==> src/rtl/seg_display_ctrl.sv <==
// seg_display_ctrl: arbitrates credit and message display requests, converts
// the selected 20-bit binary value to six BCD digits by serial double-dabble,
// and drives the digit inputs of a seven-segment display.
//
// Ports:
//   clk, reset          clock, asynchronous active-low reset
//   cr_req/cr_val       credit display request (level) and binary value
//   cr_ack              one-cycle pulse when cr_val is captured
//   msg_req/msg_val     priority message request (level) and binary value
//   msg_ack             one-cycle pulse when msg_val is captured
//   blank               forces all digit outputs to 4'hF (output-only effect)
//   dig5..dig0          BCD digits, dig5 most significant, 4'hF = blank digit
//   busy                high while the FSM is not idle
//   ovf                 last committed value was saturated to 999999
module seg_display_ctrl #(
  parameter int unsigned MSG_HOLD = 16,
  parameter int unsigned LZ_BLANK = 1
) (
  input  logic        clk,
  input  logic        reset,
  input  logic        cr_req,
  input  logic [19:0] cr_val,
  output logic        cr_ack,
  input  logic        msg_req,
  input  logic [19:0] msg_val,
  output logic        msg_ack,
  input  logic        blank,
  output logic [3:0]  dig5,
  output logic [3:0]  dig4,
  output logic [3:0]  dig3,
  output logic [3:0]  dig2,
  output logic [3:0]  dig1,
  output logic [3:0]  dig0,
  output logic        busy,
  output logic        ovf
);

  localparam int unsigned BIN_W  = 20;
  localparam int unsigned BCD_W  = 24;
  localparam int unsigned NDIG   = 6;
  localparam int unsigned CNT_W  = 5;
  localparam int unsigned HOLD_W = 16;

  localparam logic [BIN_W-1:0]  SAT_MAX    = BIN_W'(999999);
  localparam logic [CNT_W-1:0]  LAST_SHIFT = CNT_W'(BIN_W - 1);
  localparam logic [HOLD_W-1:0] HOLD_LAST  = HOLD_W'(MSG_HOLD - 1);

  typedef enum logic [2:0] {
    S_IDLE,
    S_LOAD,
    S_SHIFT,
    S_COMMIT,
    S_HOLD
  } state_e;

  state_e             state_q, state_d;
  logic               src_msg_q, src_msg_d;
  logic [BIN_W-1:0]   bin_q, bin_d;
  logic [BCD_W-1:0]   bcd_q, bcd_d;
  logic [CNT_W-1:0]   cnt_q, cnt_d;
  logic [HOLD_W-1:0]  hold_q, hold_d;
  logic [BIN_W-1:0]   last_cr_q, last_cr_d;
  logic               ovf_pend_q, ovf_pend_d;
  logic               ovf_q, ovf_d;
  logic [BCD_W-1:0]   dig_q, dig_d;
  logic               cr_ack_q, cr_ack_d;
  logic               msg_ack_q, msg_ack_d;
  logic               busy_q, busy_d;

  logic [BCD_W-1:0]   bcd_adj;
  logic [BCD_W-1:0]   bcd_sh;
  logic [BIN_W-1:0]   bin_sh;
  logic [BCD_W-1:0]   dig_fmt;
  logic               lead;
  logic               go_msg, go_cr, go_reload;

  // One double-dabble step: add 3 to every nibble >= 5, then shift {bcd,bin} left.
  always_comb begin
    bcd_adj = bcd_q;
    for (int unsigned i = 0; i < NDIG; i++) begin
      if (bcd_q[4*i +: 4] >= 4'd5) begin
        bcd_adj[4*i +: 4] = bcd_q[4*i +: 4] + 4'd3;
      end
    end
    bcd_sh = {bcd_adj[BCD_W-2:0], bin_q[BIN_W-1]};
    bin_sh = {bin_q[BIN_W-2:0], 1'b0};
  end

  // Leading-zero blanking; dig0 is never blanked so zero shows as a single 0.
  always_comb begin
    dig_fmt = bcd_q;
    lead    = 1'b1;
    for (int i = int'(NDIG) - 1; i >= 1; i--) begin
      if (lead && (bcd_q[4*i +: 4] == 4'd0)) begin
        if (LZ_BLANK != 0) begin
          dig_fmt[4*i +: 4] = 4'hF;
        end
      end else begin
        lead = 1'b0;
      end
    end
  end

  // Next-state and datapath control.
  always_comb begin
    state_d    = state_q;
    src_msg_d  = src_msg_q;
    bin_d      = bin_q;
    bcd_d      = bcd_q;
    cnt_d      = cnt_q;
    hold_d     = hold_q;
    last_cr_d  = last_cr_q;
    ovf_pend_d = ovf_pend_q;
    ovf_d      = ovf_q;
    dig_d      = dig_q;
    cr_ack_d   = 1'b0;
    msg_ack_d  = 1'b0;
    go_msg     = 1'b0;
    go_cr      = 1'b0;
    go_reload  = 1'b0;

    unique case (state_q)
      S_IDLE: begin
        if (msg_req) begin
          go_msg = 1'b1;
        end else if (cr_req) begin
          go_cr = 1'b1;
        end
      end
      S_LOAD: begin
        ovf_pend_d = (bin_q > SAT_MAX);
        if (bin_q > SAT_MAX) begin
          bin_d = SAT_MAX;
        end
        bcd_d   = '0;
        cnt_d   = '0;
        state_d = S_SHIFT;
      end
      S_SHIFT: begin
        bcd_d = bcd_sh;
        bin_d = bin_sh;
        cnt_d = cnt_q + CNT_W'(1);
        if (cnt_q == LAST_SHIFT) begin
          state_d = S_COMMIT;
        end
      end
      S_COMMIT: begin
        dig_d   = dig_fmt;
        ovf_d   = ovf_pend_q;
        hold_d  = '0;
        state_d = src_msg_q ? S_HOLD : S_IDLE;
      end
      S_HOLD: begin
        // A new message preempts the hold; credit waits for expiry.
        if (msg_req) begin
          go_msg = 1'b1;
        end else if (hold_q == HOLD_LAST) begin
          if (cr_req) begin
            go_cr = 1'b1;
          end else begin
            go_reload = 1'b1;
          end
        end else begin
          hold_d = hold_q + HOLD_W'(1);
        end
      end
      default: state_d = S_IDLE;
    endcase

    if (go_msg) begin
      bin_d     = msg_val;
      src_msg_d = 1'b1;
      msg_ack_d = 1'b1;
      state_d   = S_LOAD;
    end else if (go_cr) begin
      bin_d     = cr_val;
      last_cr_d = cr_val;
      src_msg_d = 1'b0;
      cr_ack_d  = 1'b1;
      state_d   = S_LOAD;
    end else if (go_reload) begin
      // Restore the last credit value without a handshake.
      bin_d     = last_cr_q;
      src_msg_d = 1'b0;
      state_d   = S_LOAD;
    end

    busy_d = (state_d != S_IDLE);
  end

  // State and datapath registers.
  always_ff @(posedge clk or negedge reset) begin
    if (!reset) begin
      state_q    <= S_IDLE;
      src_msg_q  <= 1'b0;
      bin_q      <= '0;
      bcd_q      <= '0;
      cnt_q      <= '0;
      hold_q     <= '0;
      last_cr_q  <= '0;
      ovf_pend_q <= 1'b0;
      ovf_q      <= 1'b0;
      dig_q      <= '0;
      cr_ack_q   <= 1'b0;
      msg_ack_q  <= 1'b0;
      busy_q     <= 1'b0;
    end else begin
      state_q    <= state_d;
      src_msg_q  <= src_msg_d;
      bin_q      <= bin_d;
      bcd_q      <= bcd_d;
      cnt_q      <= cnt_d;
      hold_q     <= hold_d;
      last_cr_q  <= last_cr_d;
      ovf_pend_q <= ovf_pend_d;
      ovf_q      <= ovf_d;
      dig_q      <= dig_d;
      cr_ack_q   <= cr_ack_d;
      msg_ack_q  <= msg_ack_d;
      busy_q     <= busy_d;
    end
  end

  // Blank overrides only the visible digits, never the stored ones.
  assign dig5    = blank ? 4'hF : dig_q[23:20];
  assign dig4    = blank ? 4'hF : dig_q[19:16];
  assign dig3    = blank ? 4'hF : dig_q[15:12];
  assign dig2    = blank ? 4'hF : dig_q[11:8];
  assign dig1    = blank ? 4'hF : dig_q[7:4];
  assign dig0    = blank ? 4'hF : dig_q[3:0];
  assign cr_ack  = cr_ack_q;
  assign msg_ack = msg_ack_q;
  assign busy    = busy_q;
  assign ovf     = ovf_q;

endmodule
==> config.mk <==
export PLATFORM = sky130hd
export DESIGN_NAME = seg_display_ctrl
export DESIGN_NICKNAME = d
export VERILOG_FILES = /design/src/rtl/seg_display_ctrl.sv
export SDC_FILE = /design/constraint.sdc
export NUM_CORES = 1
export LEC_CHECK = 0
export BUFFER_PORTS_ARGS = -buffer_cell sky130_fd_sc_hd__buf_2
export CORE_ASPECT_RATIO = 0.5
export CORE_MARGIN = 2
export CORE_UTILIZATION = 63
export CTS_CLUSTER_DIAMETER = 50
export DETAILED_ROUTE_END_ITERATION = 10
export GPL_ROUTABILITY_DRIVEN = 0
export GPL_TIMING_DRIVEN = 0
export PLACE_DENSITY_LB_ADDON = 0.25
export RECOVER_POWER = 25
export SYNTH_ARGS = -nofsm -noshare
export SYNTH_HDL_FRONTEND = slang
export SYNTH_SLANG_ARGS = --single-unit
==> constraint.sdc <==
create_clock -name clk -period 3.8 [get_ports clk]
set_clock_uncertainty 0.1 [all_clocks]
set_input_delay 0.76 -clock clk [delete_from_list [all_inputs] [get_ports clk]]
set_output_delay 0.76 -clock clk [all_outputs]
set_load 0.1 [all_outputs]
==> metrics.md <==
| Metric | Value |
|---|---|
| TritonCTS Buffers | `17` |
| Top cells by area, synth | `dfrtp_1 49%, nand2_1 7.3%, ha_1 3.7%, o31ai_1 3.0%, nand3_1 2.7%` |
| Rows | `25` |
| WP data required | `between 4000 and 5000 ps` |
| Slew headroom | `0.130` |
| Post-CTS setup buffers | `0` |
| Post-synthesis async set-or-reset flop share | `1.00` |
| GRT overflow | `0` |
| Post-synth EDFFs | `0` |
| Clock Tree Buf Depth | `2` |
| Die width | `142 microns` |
| Drt wl/cell | `roughly 17 microns` |
| Root Buffer | `clkbuf_16` |
| CP endpoint kind | `asynchronous set/reset pin` |
| Critical Path AT | `around 2900 ps` |
| GRT Resource Usage Total | `0.302` |
| Hold Slack | `approximately 360 ps` |
| Routed WL | `~15000 microns` |
| N_diodes | `0` |
| Post-CTS Resized | `0` |
| Setup ws final | `roughly 1100 ps` |
| CP Class | `in -> async` |
| Final setup violation count | `0` |
| Hold Crit Class | `reg -> reg` |
| Pwr Density | `826 mW/mm^2` |
| Vias per Instance | `between 6 and 7` |
| Area added between synthesis and finish | `18.5%` |
| Critical path depth | `2` |
| WP buf/inv | `2` |
| Final Cycle Share | `0.698` |
| Yosys top cell by area | `dfrtp_1` |
| DRC | `0` |
| Syn avg cell area | `between 9 and 10 sq um` |
| Initial core utilization | `0.644` |
| Setup_tns | `0 ps` |
| CTS sink cnt | `around 120` |
| HPWL Detailed | `between 9000 and 10000 microns` |
| Die extent in y | `approximately 73 microns` |
| Cells after synthesis | `626` |
| Max-slew violation count | `0` |
| Vias in the first global route | `a little under 5000` |
| Synthesized netlist net count | `689` |
| H-tree depth | `4` |
| Global-route wire length before repair | `24100 microns` |
| Antenna Nets Post-Route | `0` |
| Die footprint | `~0.010 sq mm` |
| CP cell instances | `clkbuf_1 > clkbuf_4` |
| Critical path's largest stage delay | `around 1200 ps` |
| Via Count | `approximately 5200` |
| Worst ir drop on vdd | `approximately 520 uV` |
| Final #Nets | `about 780` |
| Yosys Warn Count | `0` |
| Post-synth top flop | `dfrtp_1` |
| Register area share after synthesis | `0.490` |
| Startpoint Class | `primary input` |
| Fmax | `between 300 and 400 MHz` |
| Library cells used by synthesis | `57` |
| RSZ-0062 raised after global routing | `no` |
| DRT Pass-1 Iters | `5` |
| Core ar. | `about 0.0094 sq mm` |
| Depth of the worst hold-timing path | `2` |
| Synthesized flop and latch total | `approximately 120` |
| Mapped cell area | `0.00602 sq mm` |
| Initial antenna violation count | `0` |
| Insertion delay to the later sink of the worst-skew pair | `410 ps` |
| Slowest CP cell | `clkbuf_4` |
| Layout cells sized above 1 | `0.211` |
| Worst slew pin tran | `1300 ps` |
| Most frequent cells in the layout | `118 x dfrtp_1, 117 x nand2_1, 82 x buf_2, 35 x nor2_1, 33 x nand3_1` |
| IO Port Bufs | `slightly above 70` |
| Status | `complete, no violations` |
| Leading cell type in the layout, fill and taps excluded | `dfrtp_1` |
| Dpl ws | `997 ps` |
| CTS tree | `yes` |
| Worst-path clk slew | `50 ps` |
| Period minus WS final | `2650 ps` |
| Final Hold Vio Count | `0` |
| Post-CTS Hold Fix Bufs | `0` |
| CP top delay family | `buffers and inverters` |
| Largest net degree at the start of global routing | `98` |
| CP max FO | `97` |
| Leakage | `3.31 nW` |
| Top Ports | `73` |
| Number of max-cap violations | `0` |
| Synth top area share | `0.490` |
| Initial drt markers | `slightly below 500` |
| Worst Reg-to-Reg Cells | `7` |
==> metal layers <==
| metal | part of all wire | up-vias | GRT usage |
|---|---|---|---|
| met1 | 0.45 | 2529 | 0.413 |
| li1 | - | 2440 | - |
| met3 | 0.064 | 30 | 0.0545 |
| met4 | 0.018 | 0 | 0.135 |
| met2 | 0.47 | 218 | 0.483 |
| met5 | 0 | - | 0 |
==> power breakdown <==
part	internal (mW)	total [mW]	leakage [nW]	switching, mW
Clock	1.04	1.62	0.281	0.579
Sequential	1.66	1.95	1.48	0.286
Combinational	0.743	2.33	1.55	1.59
==> synth_stat cells (12+ instances only) <==
| cell | n |
|---|---|
| nand3_1 | 33 |
| nand2_1 | 117 |
| o31ai_1 | 24 |
| o21ai_0 | 23 |
| ha_1 | 18 |
| mux2i_1 | 12 |
| nor2_1 | 35 |
| inv_1 | 15 |
| a21oi_1 | 22 |
| dfrtp_1 | 118 |
| or2_2 | 25 |
| clkbuf_1 | 24 |
==> cell families after synthesis <==
family	after synthesis	share of synthesized area
multiplexers	12	0.0199
flip-flops	118	0.490
buffers and inverters	56	0.0409
AND/OR/NAND/NOR	263	0.220
AO/OA/AOI/OAI	146	0.173
adder cells (fa/ha/maj)	18	0.0374
XOR/XNOR	13	0.0189
==> flip-flops by register name, summed over array words and instances, names as in the netlist, 3 cells and up <==
| name | cells |
|---|---|
| bcd_q | 24 |
| bin_q | 20 |
| cnt_q | 5 |
| dig_q | 24 |
| hold_q | 16 |
| last_cr_q | 20 |
| state_q | 3 |
==> cell type report <==
class                      instances  area (sq um)
buffer                            38           179
clock buffer                      19           443
clock inverter                    13           156
fill                             644          2210
inverter                          18          67.6
multi-input combinational        452          2830
sequential                       118          2950
tap                              121           151
timing repair buffer              73           367
==> metrics by stage <==
stage          std cells  utilization  cell area, sq um  total power, mW
6_report             852        0.764              7140             5.90
4_1_cts              852        0.767              7170             5.88
3_5_place_dp         820        0.702              6570             4.23
2_1_floorplan        626            -              6020             3.65
3_3_place_gp         819        0.699              6540             4.15
5_1_grt              852        0.764              7140             6.21
==> final timing paths <==
| path | from | to | slack [ps] |
|---|---|---|---|
| min in group asynchronous | reset | last_cr_q[7] | 450 |
| min | dig_q[16] | dig_q[16] | 360 |
| min reg2reg | dig_q[16] | dig_q[16] | 360 |
| max | reset | bcd_q[16] | 1150 |
| max in group clk | state_q[0] | bin_q[10] | 1160 |
| max reg2reg | state_q[0] | bin_q[10] | 1160 |
Note: power is estimated with default switching activity, not from simulation.
